$ cat config.mk
export PLATFORM = sky130hd
export DESIGN_NAME = dmem_hazard_controller
export DESIGN_NICKNAME = d
export VERILOG_FILES = /design/src/rtl/dmem_hazard_controller.sv
export SDC_FILE = /design/constraint.sdc
export NUM_CORES = 1
export LEC_CHECK = 0
export CAP_MARGIN = 40
export CORE_ASPECT_RATIO = 0.5
export CORE_UTILIZATION = 43
export DETAILED_ROUTE_END_ITERATION = 10
export MAX_ROUTING_LAYER = met4
export PLACE_DENSITY = 0.74
export SYNTH_ARGS = -nofsm -noshare
export SYNTH_HDL_FRONTEND = slang
export SYNTH_SLANG_ARGS = --single-unit
$ cat constraint.sdc
create_clock -name CLK -period 3.9 [get_ports CLK]
set_clock_uncertainty 0.15 [all_clocks]
set_input_delay 0.78 -clock CLK [delete_from_list [all_inputs] [get_ports CLK]]
set_output_delay 0.78 -clock CLK [all_outputs]
set_load 0.01 [all_outputs]
$ cat src/rtl/dmem_hazard_controller.sv
// dmem_hazard_controller
// Hazard and data-memory sequencing controller for the 5-stage MIPS pipeline.
// It drives every stall, flush and forwarding select for the pipeline
// registers. It also runs the variable-latency data-memory handshake: while
// an access is outstanding it freezes the pipeline and bubbles MEM/WB. A
// request that never completes traps into a sticky error state, and a
// saturating counter records how many cycles the fetch stage was held.
module dmem_hazard_controller #(
    parameter int WriteReg_width = 5,
    parameter int TIMEOUT        = 255,
    parameter int TIMER_W        = 8,
    parameter int CNT_W          = 32
) (
    input  logic                      CLK,
    input  logic                      RST,

    // source registers in Decode / Execute
    input  logic [WriteReg_width-1:0] RsD,
    input  logic [WriteReg_width-1:0] RtD,
    input  logic [WriteReg_width-1:0] RsE,
    input  logic [WriteReg_width-1:0] RtE,

    // destination registers and write enables per stage
    input  logic [WriteReg_width-1:0] WriteRegE,
    input  logic [WriteReg_width-1:0] WriteRegM,
    input  logic [WriteReg_width-1:0] WriteRegW,
    input  logic                      RegWriteE,
    input  logic                      RegWriteM,
    input  logic                      RegWriteW,

    // instruction class flags
    input  logic                      MemtoRegE,
    input  logic                      MemtoRegM,
    input  logic                      BranchD,
    input  logic                      MemAccessM,

    // data-memory handshake
    input  logic                      DMemReady,
    output logic                      DMemReq,

    // pipeline register controls
    output logic                      StallF,
    output logic                      StallD,
    output logic                      StallE,
    output logic                      StallM,
    output logic                      FlushE,
    output logic                      FlushW,

    // forwarding selects
    output logic [1:0]                ForwardAE,
    output logic [1:0]                ForwardBE,
    output logic                      ForwardAD,
    output logic                      ForwardBD,

    // status
    output logic                      MemErr,
    output logic [CNT_W-1:0]          StallCount
);

    // ALU operand forwarding encodings
    localparam logic [1:0] FWD_RF = 2'b00;
    localparam logic [1:0] FWD_W  = 2'b01;
    localparam logic [1:0] FWD_M  = 2'b10;

    // The wait counter value that ends the last permitted request cycle.
    // Counting starts at 1 in the first WAIT cycle, so this value is
    // reached in request cycle TIMEOUT.
    localparam logic [TIMER_W-1:0] TIMER_LAST = TIMER_W'(TIMEOUT - 1);
    localparam logic [TIMER_W-1:0] TIMER_ONE  = TIMER_W'(1);
    localparam logic [CNT_W-1:0]   CNT_ONE    = CNT_W'(1);
    localparam logic [CNT_W-1:0]   CNT_MAX    = '1;

    typedef enum logic [1:0] {
        IDLE  = 2'd0,
        WAIT  = 2'd1,
        ERROR = 2'd2
    } state_t;

    state_t               state;
    state_t               state_nxt;
    logic [TIMER_W-1:0]   timer;
    logic [TIMER_W-1:0]   timer_nxt;

    // memory-side freeze request, and the two pipeline hazard requests
    logic                 memstall;
    logic                 lwstall;
    logic                 branchstall;
    logic                 hazard;

    // Memory sequencer state register.
    // NOTE: the reset is asynchronous and active-low; every piece of state
    // in this block is cleared by it, so no X state can leak after reset.
    always_ff @(posedge CLK or negedge RST) begin
        if (!RST) begin
            state <= IDLE;
            timer <= '0;
        end else begin
            // NOTE: sequential state is updated with non-blocking assignments
            // so all registers sample their inputs from the same edge.
            state <= state_nxt;
            timer <= timer_nxt;
        end
    end

    // Memory sequencer next-state logic and request / freeze outputs.
    always_comb begin
        // NOTE: every output of this block is given a default first, so no
        // path through the case statement can leave one unassigned (latch).
        state_nxt = state;
        timer_nxt = timer;
        DMemReq   = 1'b0;
        memstall  = 1'b0;

        case (state)
            IDLE: begin
                DMemReq = MemAccessM;
                if (MemAccessM && !DMemReady) begin
                    // first cycle of a multi-cycle access
                    memstall  = 1'b1;
                    timer_nxt = TIMER_ONE;
                    state_nxt = WAIT;
                end
                // a zero-wait access completes here with no freeze
            end

            WAIT: begin
                DMemReq = 1'b1;
                if (DMemReady) begin
                    // completion wins even on the last permitted cycle
                    timer_nxt = '0;
                    state_nxt = IDLE;
                end else if (timer == TIMER_LAST) begin
                    memstall  = 1'b1;
                    timer_nxt = '0;
                    state_nxt = ERROR;
                end else begin
                    memstall  = 1'b1;
                    timer_nxt = timer + TIMER_ONE;
                end
            end

            ERROR: begin
                // request withdrawn, pipeline frozen until reset
                memstall = 1'b1;
            end

            default: begin
                state_nxt = IDLE;
                timer_nxt = '0;
            end
        endcase
    end

    // The error flag is the ERROR state itself; only reset leaves it.
    assign MemErr = (state == ERROR);

    // Load-use and branch-operand hazard detection.
    always_comb begin
        lwstall = MemtoRegE && ((RsD == RtE) || (RtD == RtE));

        branchstall = BranchD &&
            ((RegWriteE && ((WriteRegE == RsD) || (WriteRegE == RtD))) ||
             (MemtoRegM && ((WriteRegM == RsD) || (WriteRegM == RtD))));

        hazard = lwstall || branchstall;
    end

    // Stall / flush generation; a memory freeze overrides the hazard stalls.
    always_comb begin
        if (memstall) begin
            // whole pipeline holds, MEM/WB gets a bubble, ID/EX keeps its
            // instruction because Execute is frozen too
            StallF = 1'b1;
            StallD = 1'b1;
            StallE = 1'b1;
            StallM = 1'b1;
            FlushE = 1'b0;
            FlushW = 1'b1;
        end else begin
            // front end holds and a bubble is injected into Execute
            StallF = hazard;
            StallD = hazard;
            FlushE = hazard;
            StallE = 1'b0;
            StallM = 1'b0;
            FlushW = 1'b0;
        end
    end

    // ALU operand forwarding; the younger result in Memory beats Writeback.
    always_comb begin
        ForwardAE = FWD_RF;
        if ((RsE != '0) && (RsE == WriteRegM) && RegWriteM) begin
            ForwardAE = FWD_M;
        end else if ((RsE != '0) && (RsE == WriteRegW) && RegWriteW) begin
            ForwardAE = FWD_W;
        end

        ForwardBE = FWD_RF;
        if ((RtE != '0) && (RtE == WriteRegM) && RegWriteM) begin
            ForwardBE = FWD_M;
        end else if ((RtE != '0) && (RtE == WriteRegW) && RegWriteW) begin
            ForwardBE = FWD_W;
        end
    end

    // Branch comparator forwarding from the Memory stage.
    always_comb begin
        ForwardAD = (RsD != '0) && (RsD == WriteRegM) && RegWriteM;
        ForwardBD = (RtD != '0) && (RtD == WriteRegM) && RegWriteM;
    end

    // Saturating count of cycles in which fetch is held.
    always_ff @(posedge CLK or negedge RST) begin
        if (!RST) begin
            StallCount <= '0;
        end else if (StallF && (StallCount != CNT_MAX)) begin
            StallCount <= StallCount + CNT_ONE;
        end
    end

endmodule

==> out/results.txt, run 1 <==
Summed over all failing endpoints, the final setup total negative slack is 0 ns. The die is 116 um wide. Across all layers, the routed design uses 2455 vias.

The library cell with the highest instance count after synthesis was sky130_fd_sc_hd__xnor2_1. The pre-antenna-repair detailed-routing pass consisted of 4 iterations. The area share of the leading cell type in the synthesized netlist was 37.7%; the final count of negative-setup-slack endpoints was 0. The number of hold violations in the final report is 0. The global-route met1 utilization was 26.5%. The kind of path behind the tightest hold check was input port to async pin. For the initial antenna violation count, the log shows 0. At the end of routability-driven placement, the weighted congestion stood at 1.01. The logs give 20 for the number of placement rows and 0 for the overflow left after global routing.

The number of pins exceeding their max-slew limit in the final report is 0, and the met3 layer usage reported by global route is 3.30%. In this run the critical register-to-register path is captured at StallCount[1]. The first global-routing pass estimated 11100 um of wire. Number of buffers inserted by post-CTS setup repair: 0.

The async set-or-reset flop fraction in the synthesized netlist was 100%. The flow ran to the end, and the final reports show no timing, DRC or antenna violations. After synthesis, the mean cell area works out to 9.68 um2.

The count of flip-flops with a built-in enable after synthesis is 0. Summed over all cells, the static leakage comes to 1.57 nW. The tools report the origin of the worst setup path as RtD[3]. Global routing used 37.9% of the available met2 tracks. Counting distinct cell types in the post-synthesis netlist gives 36. The transition at the pin with the smallest max-transition slack is 0.461 ns, and the number of nets produced by synthesis is 336. Setup repair after global routing left no endpoint under its margin.

After clock tree synthesis, the clock-pin slew on the worst setup and hold paths is 0.06 ns. 91 I/O pins were placed. The sequential cells in the finished layout cover a total of 1050 um2.

Counting flops and latches in the post-synthesis netlist gives 42. The number of cells on the worst reg-to-reg path is 7. The post-synthesis cell area was 2790 um2. The library cell used as clock root buffer is sky130_fd_sc_hd__clkbuf_16. The max capacitance violation total came out at 0. Excluding fillers, the count of instances in the completed layout stands at 473. For the remaining design rule violation count, the log shows 0. TritonCTS built the clock tree. For the number of hold-repair buffers added at the cts stage, the log shows 0. The run gives 2.97 ns as the required time of the critical path.

Entering global routing, the biggest net connects 29 pins. The total die area came out at 6830 um2. The post-synthesis xor/xnor area fraction is 25.8%, and the data arrival at the endpoint of the critical path is 2.84 ns.

Once the floorplan was initialized, standard cells occupied 45.3% of the core. Sequential cells were found to cover 37.7% of the synthesized design area. Of all cell types, the one taking the most synthesized area is sky130_fd_sc_hd__dfrtp_1.

The post-synthesis share of cell area spent on full adders, half adders and majority gates came out at 1.35%. Compared with the post-synthesis result, the final layout area differs by 42.2%. After technology mapping, the gate count stands at 288. The largest family of logic cells by synthesized area was XOR/XNOR gates. The worst setup path is launched from an input port. The height of the die was 58.9 um; the routed wirelength normalized by instance count was 14.8 um.

The most used flip-flop cell after synthesis is sky130_fd_sc_hd__dfrtp_1. The count of synthesis-stage warnings from yosys is 0. Detailed placement ended at an HPWL of 5500 um.

The worst slew margin relative to its limit was 69.2%; the global router's overall resource usage was 21.8%. The share of cell area taken by muxes after synthesis was 0.404%; the multi-input combinational cell area was 1650 um2. The type of destination of the critical path is an output port. Post-route clock period utilization: 96.8%. Ranked by total cell area, the synthesized netlist is headed by sky130_fd_sc_hd__dfrtp_1 (38%), sky130_fd_sc_hd__xnor2_1 (20%), sky130_fd_sc_hd__xor2_1 (5.3%), sky130_fd_sc_hd__nand4_1 (5.2%), sky130_fd_sc_hd__nand2_1 (3.2%). The area share of and/or/nand/nor cells after synthesis is 25.4%. Dividing the detail-routed via count by the number of cells gives 5.19. The startpoint identified for the worst register-to-register timing path is StallCount[1].

For this design, the sink count on the clock tree is 42. The core box area came out at 6160 um2. The total of cells resized after clock tree synthesis was 0.

Post-synthesis compound-gate area fraction: 6.15%. Counting tap cells, the placed design contains a total of 465 instances. The busiest layer in global routing is met2.

Via count of the first global-routing pass: 2373. The tools report the achievable clock frequency as 0.265 GHz. In this run the tool buffered the top-level ports with 90 buffer cells.

The final critical path time including I/O delays and setup works out to 3.77 ns. By startpoint and endpoint, the worst setup path is classified as input port to output port. The H-tree generated during clock tree synthesis spans 2 levels. The repair_antennas step left the layout with diodes totalling 0. No sink is reached through more buffers than the 2 on the longest clock path. The commonest cells after synthesis are sky130_fd_sc_hd__xnor2_1 (65), sky130_fd_sc_hd__dfrtp_1 (42), sky130_fd_sc_hd__nand2_1 (24), sky130_fd_sc_hd__nand4_1 (23), sky130_fd_sc_hd__nor2_1 (18). Cell area power density: 392 nW/um2.

For the total clock buffers created by CTS, the log shows 5. Share of cells above drive strength 1: 8.83%. The maximum fanout along the worst path was 4; the initial DRC count was 103. The maximum vdd ir drop is 180 uV, and the remaining antenna violation count after routing is 0. In this run the register-to-register setup slack is 1.49 ns. At the end of the flow, the number of nets in the layout was 432.

Filler cell count in the final layout: 507. The routed design has 6980 um of wire. Cells fill 64.3% of the core in the end. The tools report the clock latency on the worst-skew pair as 0.28 ns. In this run the worst setup path terminates at FlushE.
registers in the layout (all words and copies together) (netlist names):
name,flops
timer,8
state,2
StallCount,32
report_power, final:
part           internal [mW]  switching [mW]  leakage [nW]  total [mW]
Combinational          0.297           0.285         0.944       0.582
Sequential             0.491          0.0698         0.555       0.561
Clock                  0.237           0.173        0.0698       0.410
Total                   1.03           0.527          1.57        1.55
critical path, cell delays in order:
cell and delay [ns]:
sky130_fd_sc_hd__clkdlybuf4s50_1 0.58, sky130_fd_sc_hd__xor2_1 0.22, sky130_fd_sc_hd__nor3_2 0.08, sky130_fd_sc_hd__and3_4 0.19, sky130_fd_sc_hd__o31ai_4 0.31, sky130_fd_sc_hd__inv_1 0.07, sky130_fd_sc_hd__nor2_1 0.10, sky130_fd_sc_hd__nor2_1 0.05
sky130_fd_sc_hd__clkdlybuf4s50_1 0.47
how the worst min path moves through the flow:
stage,slack [ns],cells past startpoint,to,from
floorplan,0.30,1,timer[7],timer[7]
global placement,0.32,1,StallCount[7],StallCount[7]
detailed placement,0.33,1,timer[7],timer[7]
CTS,0.27,1,StallCount[13],RST
global route,0.28,1,StallCount[13],RST
finish,0.26,1,StallCount[13],RST
cell families after synthesis:
logic type	count (synthesis)
fa+ha+maj	3
compound gates	25
flops	42
buf+inv	15
xor+xnor	82
simple gates	120
mux	1
per-stage QoR:
stage | power, mW | worst slack, ns | hold WS [ns] | cell area (um2)
global route | 1.62 | 0.0225 | 0.278 | 3960
global placement | 1.12 | 0.0444 | 0.323 | 3790
CTS | 1.56 | 0.0334 | 0.269 | 3960
detailed placement | 1.15 | 0.0685 | 0.331 | 3810
finish | 1.55 | 0.127 | 0.258 | 3960
floorplan | 0.885 | 0.865 | 0.300 | 2790
cell usage in the layout (no fill, tap or decap), types with 4 or more instances in the layout:
| master | count |
|---|---|
| sky130_fd_sc_hd__clkdlybuf4s50_1 | 87 |
| sky130_fd_sc_hd__xnor2_1 | 65 |
| sky130_fd_sc_hd__dfrtp_1 | 42 |
| sky130_fd_sc_hd__nand2_1 | 24 |
| sky130_fd_sc_hd__nand4_1 | 23 |
| sky130_fd_sc_hd__nor2_1 | 18 |
| sky130_fd_sc_hd__xor2_1 | 17 |
| sky130_fd_sc_hd__o21ai_0 | 13 |
| sky130_fd_sc_hd__and3_1 | 10 |
| sky130_fd_sc_hd__buf_4 | 10 |
| sky130_fd_sc_hd__nand3_1 | 9 |
| sky130_fd_sc_hd__nand3_2 | 6 |
| sky130_fd_sc_hd__and4_1 | 6 |
| sky130_fd_sc_hd__clkbuf_16 | 5 |
| sky130_fd_sc_hd__nand2b_1 | 4 |
| sky130_fd_sc_hd__or4_1 | 4 |
| sky130_fd_sc_hd__nor4_1 | 4 |
area by class of cell:
cell class	instances	share of cell area (%)
tap	88	2.78
multi-input combinational	231	41.6
inverter	3	0.284
timing repair buffer	101	25.1
clock inverter	3	0.537
sequential	42	26.5
clock buffer	5	3.16
layer usage:
metal | wire length (um) | share of wire (%)
met1 | 3130 | 45
met2 | 3440 | 49
met3 | 334 | 4.8
met4 | 75 | 1.1
met5 | 0 | 0
(Power assumes the default switching activity.)
==> run 2, diff against run 1 <==
Settings changed: GPL_ROUTABILITY_DRIVEN set to 0.
==> results of run 2 <==
Same layout as run 1: the final DEF is identical, and so are final timing and power.
